[config.mk]
export PLATFORM = sky130hd
export DESIGN_NAME = slave_prueba2
export DESIGN_NICKNAME = d
export VERILOG_FILES = /design/src/rtl/slave_prueba2_pkg.sv /design/src/rtl/slave_prueba2_alu.sv /design/src/rtl/slave_prueba2.sv
export SDC_FILE = /design/constraint.sdc
export NUM_CORES = 1
export LEC_CHECK = 0
export BUFFER_PORTS_ARGS = -buffer_cell sky130_fd_sc_hd__buf_2
export CORE_MARGIN = 5
export CORE_UTILIZATION = 61
export CTS_CLUSTER_SIZE = 14
export DETAILED_ROUTE_END_ITERATION = 6
export PLACE_DENSITY = 0.86
export SLEW_MARGIN = 20
export SYNTH_ARGS = -nofsm -noshare
export SYNTH_HDL_FRONTEND = slang
export SYNTH_SLANG_ARGS = --single-unit
[constraint.sdc]
create_clock -name clk_arduino -period 2.9 [get_ports clk_arduino]
set_input_delay 0 -clock clk_arduino [delete_from_list [all_inputs] [get_ports clk_arduino]]
set_output_delay 0 -clock clk_arduino [all_outputs]
set_load 0.02 [all_outputs]
[src/rtl/slave_prueba2_pkg.sv]
`default_nettype none
// ============================================================================
// Module   : slave_prueba2_pkg
// Purpose  : Shared constants, opcode and state encodings for the
//            Arduino-to-FPGA serial calculator slave.
// Contents : DATA_W, FRAME_BITS, CNT_W, IDX_W, opcode_e, state_t and the
//            state constants IDLE / WAIT_START / SHIFT / DONE.
// Revision : 1.0 - initial release
// ============================================================================
package slave_prueba2_pkg;

  // Width of each operand, operator and result field.
  localparam int DATA_W     = 4;
  // Payload bits after the handshake bit: op1, op2, opcode.
  localparam int FRAME_BITS = 3 * DATA_W;
  // Bit counter width; it only has to reach FRAME_BITS-1.
  localparam int CNT_W      = $clog2(FRAME_BITS);
  // Index width for selecting one bit of a DATA_W-wide field.
  localparam int IDX_W      = $clog2(DATA_W);

  typedef enum logic [3:0] {
    OP_ADD = 4'b0000,
    OP_AND = 4'b0001,
    OP_OR  = 4'b0010,
    OP_XOR = 4'b0011,
    OP_SHL = 4'b0100,
    OP_SHR = 4'b0101,
    OP_MUL = 4'b0110,
    OP_SUB = 4'b1100
  } opcode_e;

  // Receiver state encoding, kept as plain constants so the encoding is fixed.
  typedef logic [1:0] state_t;
  localparam state_t IDLE       = 2'd0;
  localparam state_t WAIT_START = 2'd1;
  localparam state_t SHIFT      = 2'd2;
  localparam state_t DONE       = 2'd3;

endpackage : slave_prueba2_pkg
`default_nettype wire

[src/rtl/slave_prueba2_alu.sv]
`default_nettype none
// ============================================================================
// Module   : alu_nibble
// Purpose  : Purely combinational DATA_W-bit ALU. Results wrap around and
//            no flags are produced. Unknown opcodes give zero.
// Ports    : op1, op2 [DATA_W] - operands
//            opcode  [DATA_W]   - operation select
//            result  [DATA_W]   - operation result
// Revision : 1.0 - initial release
// ============================================================================
module alu_nibble
  import slave_prueba2_pkg::*;
(
  input  logic [DATA_W-1:0] op1,
  input  logic [DATA_W-1:0] op2,
  input  logic [DATA_W-1:0] opcode,
  output logic [DATA_W-1:0] result
);

  always_comb begin
    result = '0;
    case (opcode)
      OP_ADD: result = op1 + op2;
      OP_AND: result = op1 & op2;
      OP_OR:  result = op1 | op2;
      OP_XOR: result = op1 ^ op2;
      // Shift amount uses only the two low bits of op2.
      OP_SHL: result = op1 << op2[1:0];
      OP_SHR: result = op1 >> op2[1:0];
      // Evaluated in DATA_W-bit context, so only the low product bits remain.
      OP_MUL: result = op1 * op2;
      OP_SUB: result = op1 - op2;
      default: result = '0;
    endcase
  end

endmodule : alu_nibble
`default_nettype wire

[src/rtl/slave_prueba2.sv]
`default_nettype none
// ============================================================================
// Module   : slave_prueba2
// Purpose  : Serial slave of the Arduino calculator link. After CS falls it
//            waits for a '1' handshake bit, shifts in op1/op2/opcode
//            MSB-first, evaluates them and shows the result on the LEDs.
//            All state changes on the falling edge of the master clock.
// Ports    : clk_arduino - master serial clock (sampled on falling edge)
//            reset       - asynchronous, active-low reset
//            MOSI        - serial data from master, MSB-first
//            CS          - chip select, active-low (high = idle / abort)
//            MISO        - serial data to master
//            leds [DATA_W] - last computed result
// Options  : RESULT_TX_EN - when defined, the previous result is sent on
//            MISO MSB-first during the first DATA_W data bits of a frame;
//            otherwise MISO is tied low.
// Revision : 1.0 - initial release
// ============================================================================
module slave_prueba2
  import slave_prueba2_pkg::*;
(
  input  logic              clk_arduino,
  input  logic              reset,
  input  logic              MOSI,
  input  logic              CS,
  output logic              MISO,
  output logic [DATA_W-1:0] leds
);

  localparam logic [CNT_W-1:0] LAST_BIT = CNT_W'(FRAME_BITS - 1);

  state_t                  state_q,  state_d;
  logic [FRAME_BITS-1:0]   shift_q,  shift_d;
  logic [CNT_W-1:0]        cnt_q,    cnt_d;
  // Single register serves as both the LED value and the stored result
  // returned on MISO; the two are always identical.
  logic [DATA_W-1:0]       result_q, result_d;

  logic [FRAME_BITS-1:0]   word;
  logic [DATA_W-1:0]       alu_result;

  // Shift register contents including the bit sampled on this edge, so the
  // result can be latched on the same edge as the last data bit.
  assign word = {shift_q[FRAME_BITS-2:0], MOSI};

  alu_nibble u_alu (
    .op1    (word[3*DATA_W-1:2*DATA_W]),
    .op2    (word[2*DATA_W-1:DATA_W]),
    .opcode (word[DATA_W-1:0]),
    .result (alu_result)
  );

  always_comb begin
    state_d  = state_q;
    shift_d  = shift_q;
    cnt_d    = cnt_q;
    result_d = result_q;
    case (state_q)
      IDLE: begin
        if (!CS) state_d = WAIT_START;
      end
      WAIT_START: begin
        if (CS) begin
          state_d = IDLE;
        end else if (MOSI) begin
          state_d = SHIFT;
          shift_d = '0;
          cnt_d   = '0;
        end
      end
      SHIFT: begin
        if (CS) begin
          // Abort: drop the partial word, keep the previous result.
          state_d = IDLE;
          shift_d = '0;
          cnt_d   = '0;
        end else begin
          shift_d = word;
          cnt_d   = cnt_q + 1'b1;
          if (cnt_q == LAST_BIT) begin
            result_d = alu_result;
            state_d  = DONE;
          end
        end
      end
      DONE: begin
        if (CS) state_d = IDLE;
      end
      default: state_d = IDLE;
    endcase
  end

  always_ff @(negedge clk_arduino or negedge reset) begin
    if (!reset) begin
      state_q  <= IDLE;
      shift_q  <= '0;
      cnt_q    <= '0;
      result_q <= '0;
    end else begin
      state_q  <= state_d;
      shift_q  <= shift_d;
      cnt_q    <= cnt_d;
      result_q <= result_d;
    end
  end

  assign leds = result_q;

`ifdef RESULT_TX_EN
  // Data bit k (counter == k) presents result[DATA_W-1-k] so the value is
  // stable across the falling edge that samples that bit.
  logic [CNT_W-1:0] tx_idx;
  assign tx_idx = CNT_W'(DATA_W - 1) - cnt_q;
  assign MISO   = (state_q == SHIFT && cnt_q < CNT_W'(DATA_W))
                  ? result_q[tx_idx[IDX_W-1:0]] : 1'b0;
`else
  assign MISO = 1'b0;
`endif

endmodule : slave_prueba2
`default_nettype wire

# [Word level (Yosys, flattened, before mapping)]
# Index checks and enable logic that the tools add are counted.
[totals] register_bits=21 inputBits=4 output_inout_bits=5 wordCells=53
[classes] add_sub_neg=3 mul=1 n_eq_ne=17 n_shift=2 mux=16 bitwise_logic=4 reduce_logical=6
[ops] cell="2-to-1 mux 11 bit" n=3
[ops] cell="one-hot mux 4 bit (8 select lines)" n=1
[ops] cell="one-hot mux 11 bit (2 select lines)" n=1
[ops] cell="== test 4 x 3 -> 1 bit (second input constant)" n=3
[ops] cell="2-to-1 mux 2 bit" n=6
[ops] cell="2-to-1 mux 4 bit" n=3
[ops] cell="== test 4 x 2 -> 1 bit (second input constant)" n=2
[ops] cell="== test 4 bit (second input constant)" n=2
[ops] cell="!= test 2 bit (second input constant)" n=4
[ops] cell="one-hot mux 2 bit (4 select lines)" n=1
[ops] cell="one-hot mux 4 bit (2 select lines)" n=1
[ops] cell="!= test 3 bit (second input constant)" n=2
[ops] cell="AND reduction 3 bit" n=2
[ops] cell="adder 4 x 1 -> 4 bit (second input constant)" n=1
[ops] cell="adder 4 bit" n=1
[ops] cell="bitwise AND 4 bit" n=1
[ops] cell="== test 2 bit (second input constant)" n=2
[ops] cell="== test 4 x 1 -> 1 bit (second input constant)" n=1
[ops] cell="zero test 4 bit" n=1
[ops] cell="multiplier 4 x 4 -> 4 bit" n=1
[ops] cell="OR 4 bit" n=1
[ops] cell="AND reduction 4 bit" n=1
[ops] cell="left shift 4 x 2 -> 4 bit" n=1
[ops] cell="right shift 4 x 2 -> 4 bit" n=1
[ops] cell="other kinds (6)" n=6

# [Depth between registers and ports, before layout]
[depth] ltp_word=4 depth_mapped=10 depth_no_buf=10

# [By module]
# A second synthesis with hierarchy kept.
[hier_totals] cells_unflattened=174 hier_area_um2=1709.1
[by_module_without_submodules] mod="slave_prueba2" instances=1 cells_each=63 area_per_inst_um2=859.6 seq_area_each_um2=525.5
[by_module_without_submodules] mod="alu_nibble" instances=1 cells_each=111 area_per_inst_um2=849.6 seq_area_each_um2=0.0

==> impl_metrics.env <==
export IMPL_status="finished, violations left"
export IMPL_violations="setup timing"
export IMPL_ios=9
export IMPL_setup_viol=2
export IMPL_cts_buffers=3
export IMPL_hold_viol_final=0
export IMPL_cts_sinks=21
export IMPL_wire_per_inst_um=18.2
export IMPL_cts_max_path_buffers=2
export IMPL_clk_pin_slew_ns=0.08
export IMPL_final_util=0.725
export IMPL_relSlewSlack=0.642
export IMPL_firstDrtPassIters=4
export IMPL_mostFrequentLayoutCells="nand2_1 (23), dfrtn_1 (21), o21ai_0 (19), ha_1 (18), buf_4 (17)"
export IMPL_final_common_cell="nand2_1"
export IMPL_layout_drive_gt1_share=0.207
export IMPL_holdPathStages=1
export IMPL_sw_frac_of_total=0.310
export IMPL_cp_start_kind="input pin"
export IMPL_drt_iter0_markers=144
export IMPL_p_sw_mw=0.185
export IMPL_port_buffers=7
export IMPL_tns_ns=-0.383
export IMPL_grt_use_total=0.231
export IMPL_vias_per_cell=6.44
export IMPL_max_cap_viol_count=0
export IMPL_root_buffer="clkbuf_4"
export IMPL_total_power_mw=0.597
export IMPL_via_count=1596
export IMPL_area_delta_synth_final_pct=13.4
export IMPL_grt_setup_unrepaired="yes"
export IMPL_clkPwrFrac=0.246
export IMPL_avgSynthCellArea_um2=8.91
export IMPL_synth_nets=221
export IMPL_yosysUniqueCellTypes=51
export IMPL_hold_class="reg -> reg"
export IMPL_die_h_um=63.8
export IMPL_intPower_mw=0.411
export IMPL_syn_cell_area_um2=1760
export IMPL_h_tree_depth=1
export IMPL_routabilityCongestion=1.01
export IMPL_required_ns=1.79
export IMPL_report_final_slew_viol_count=0
export IMPL_drc=0
export IMPL_crit_type="in -> reg"
export IMPL_synth_edf_count=0
export IMPL_initial_core_util=0.640
export IMPL_dp_hpwl_um=3290
export IMPL_rr_worst_depth=10
export IMPL_netlist_area_leader_share=0.298
export IMPL_p_comb_frac=0.210
export IMPL_grt_antenna_before_repair=0
export IMPL_synth_top_cell_by_area="dfrtn_1"
export IMPL_synth_flop_cell="dfrtn_1"
export IMPL_n_antenna_cell=0
export IMPL_nets=241
export IMPL_leakagePower_nw=0.877
export IMPL_crit_fanout=2
export IMPL_detail_route_antenna_nets=0
export IMPL_power_per_cell_area_nw_per_um2=298
export IMPL_row_count=19
export IMPL_worstPathArrival_ns=2.06
export IMPL_die_area_um2=4070
export IMPL_tightest_slew_ns=0.537
export IMPL_synthTopCellsByArea="dfrtn_1 (30%), ha_1 (13%), o21ai_0 (5.4%)"
export IMPL_worst_ir_drop_vdd_mv=0.293
export IMPL_skew_ns=0.000849
export IMPL_synth_ff_latch_count=21
export IMPL_core_um2=2760
export IMPL_grt_overflow=0
export IMPL_worst_skew_pair_late_latency_ns=0.31
export IMPL_grt_pass1_wl_um=7470
export IMPL_syn_instance_count=198
export IMPL_grt_max_degree=22
export IMPL_cts_tree="yes"
export IMPL_die_w_um=63.8
export IMPL_critPathCaptureType="register"
export IMPL_fillers=184
export IMPL_grt_pass1_vias=1523
export IMPL_routed_wl_um=4530
export IMPL_yosysSeqAreaShare=0.298
export IMPL_yosysWarnings=0
export IMPL_p_seq_frac=0.544
export IMPL_setup_slack_ns=-0.271
export IMPL_ys_async_sr_fraction=1.00
[final timing paths]
| check | to | slack [ns] | startpoint |
|---|---|---|---|
| setup reg to reg | leds[3] | 0.29 | shift_q[7] |
| max in group asynchronous | leds[2] | 1.58 | reset |
| setup / recovery | leds[3] | -0.27 | MOSI |
| min in group asynchronous | shift_q[8] | 0.97 | reset |
| hold reg to reg | leds[2] | 0.43 | leds[2] |
| hold / removal | leds[2] | 0.43 | leds[2] |
[power groups by stage]
stage | Clock, mW | Sequential [mW] | Combinational [mW]
2_1_floorplan | 0 | 0.328 | 0.0796
3_3_place_gp | 0 | 0.328 | 0.111
3_5_place_dp | 0 | 0.329 | 0.117
4_1_cts | 0.154 | 0.324 | 0.119
5_1_grt | 0.170 | 0.327 | 0.139
6_report | 0.147 | 0.325 | 0.125
[critical path, cell delays in order]
cell	delay (ns)
buf_8	0.10
nor4bb_4	0.32
mux2i_2	0.27
ha_1	0.25
nor2b_1	0.13
o21a_1	0.19
or3b_1	0.35
mux2_2	0.28
a32oi_2	0.16
[metrics by stage]
stage / instance area (um2) / setup WS (ns) / hold slack [ns] / instances
final: 2000 / -0.271 / 0.433 / 248
after global routing: 2000 / -0.329 / 0.451 / 248
after CTS: 1960 / -0.188 / 0.431 / 248
after detailed placement: 1910 / -0.580 / 0.428 / 242
after global placement: 1910 / -0.512 / 0.419 / 242
after floorplan: 1770 / -0.455 / 0.415 / 198
[cell usage after synthesis, drive strengths merged (2+ instances only)]
master	instances
nand2	24
dfrtn	21
o21ai	21
ha	18
inv	13
a21oi	8
nor2	8
buf	7
nand2b	6
mux2i	5
nor3	5
xor2	5
a31oi	4
nand3b	4
nand4	4
xnor2	4
a22o	3
clkbuf	3
nor2b	3
a21o	2
a32oi	2
nand3	2
nor4	2
o21a	2
or3b	2
[logic make-up (layout without fill, tap and decap cells)]
| group | count (synthesis) | count (layout) | share of synthesized area |
|---|---|---|---|
| xor gates and xnor gates | 10 | 10 | 0.0617 |
| and+or+nand+nor | 66 | 66 | 0.213 |
| AOI/OAI and AO/OA | 52 | 52 | 0.189 |
| other | 1 | 1 | 0.00213 |
| DFF | 21 | 21 | 0.298 |
| buffers and inverters | 23 | 42 | 0.0631 |
| muxes | 6 | 6 | 0.0348 |
| adders and majority gates | 19 | 19 | 0.139 |
[area by class of cell]
type / instances / area (um2) / share of cell area
Inverter: 13 / 48.8 / 0.0244
Tap cell: 31 / 38.8 / 0.0194
Sequential cell: 21 / 526 / 0.263
Multi-Input combinational cell: 154 / 1180 / 0.588
Clock buffer: 3 / 22.5 / 0.0113
Timing Repair Buffer: 25 / 184 / 0.0919
Clock inverter: 1 / 5.00 / 0.00250
[state kept, by name (all words and copies together), names as in the netlist]
register  count
shift_q      11
cnt_q         4
leds          4
state_q       2
[per-layer routing]
metal  share of wire  vias up  wire (um)  GRT usage
met3           0.062       20        279     0.0228
met5               0        -          0          0
met1            0.43      764       1920      0.312
li1                -      739          -          -
met4           0.036        0        163     0.0987
met2            0.48       73       2160      0.374
[repair_timing]
item,4_1_cts,5_1_grt
pin swaps,4,10
gates cloned,0,0
resized for setup,5,8
hold endpoints to repair,0,0
hold buffers,0,0
endpoints found under the setup margin,3,4
setup buffers,2,2
(Power assumes the default switching activity.)
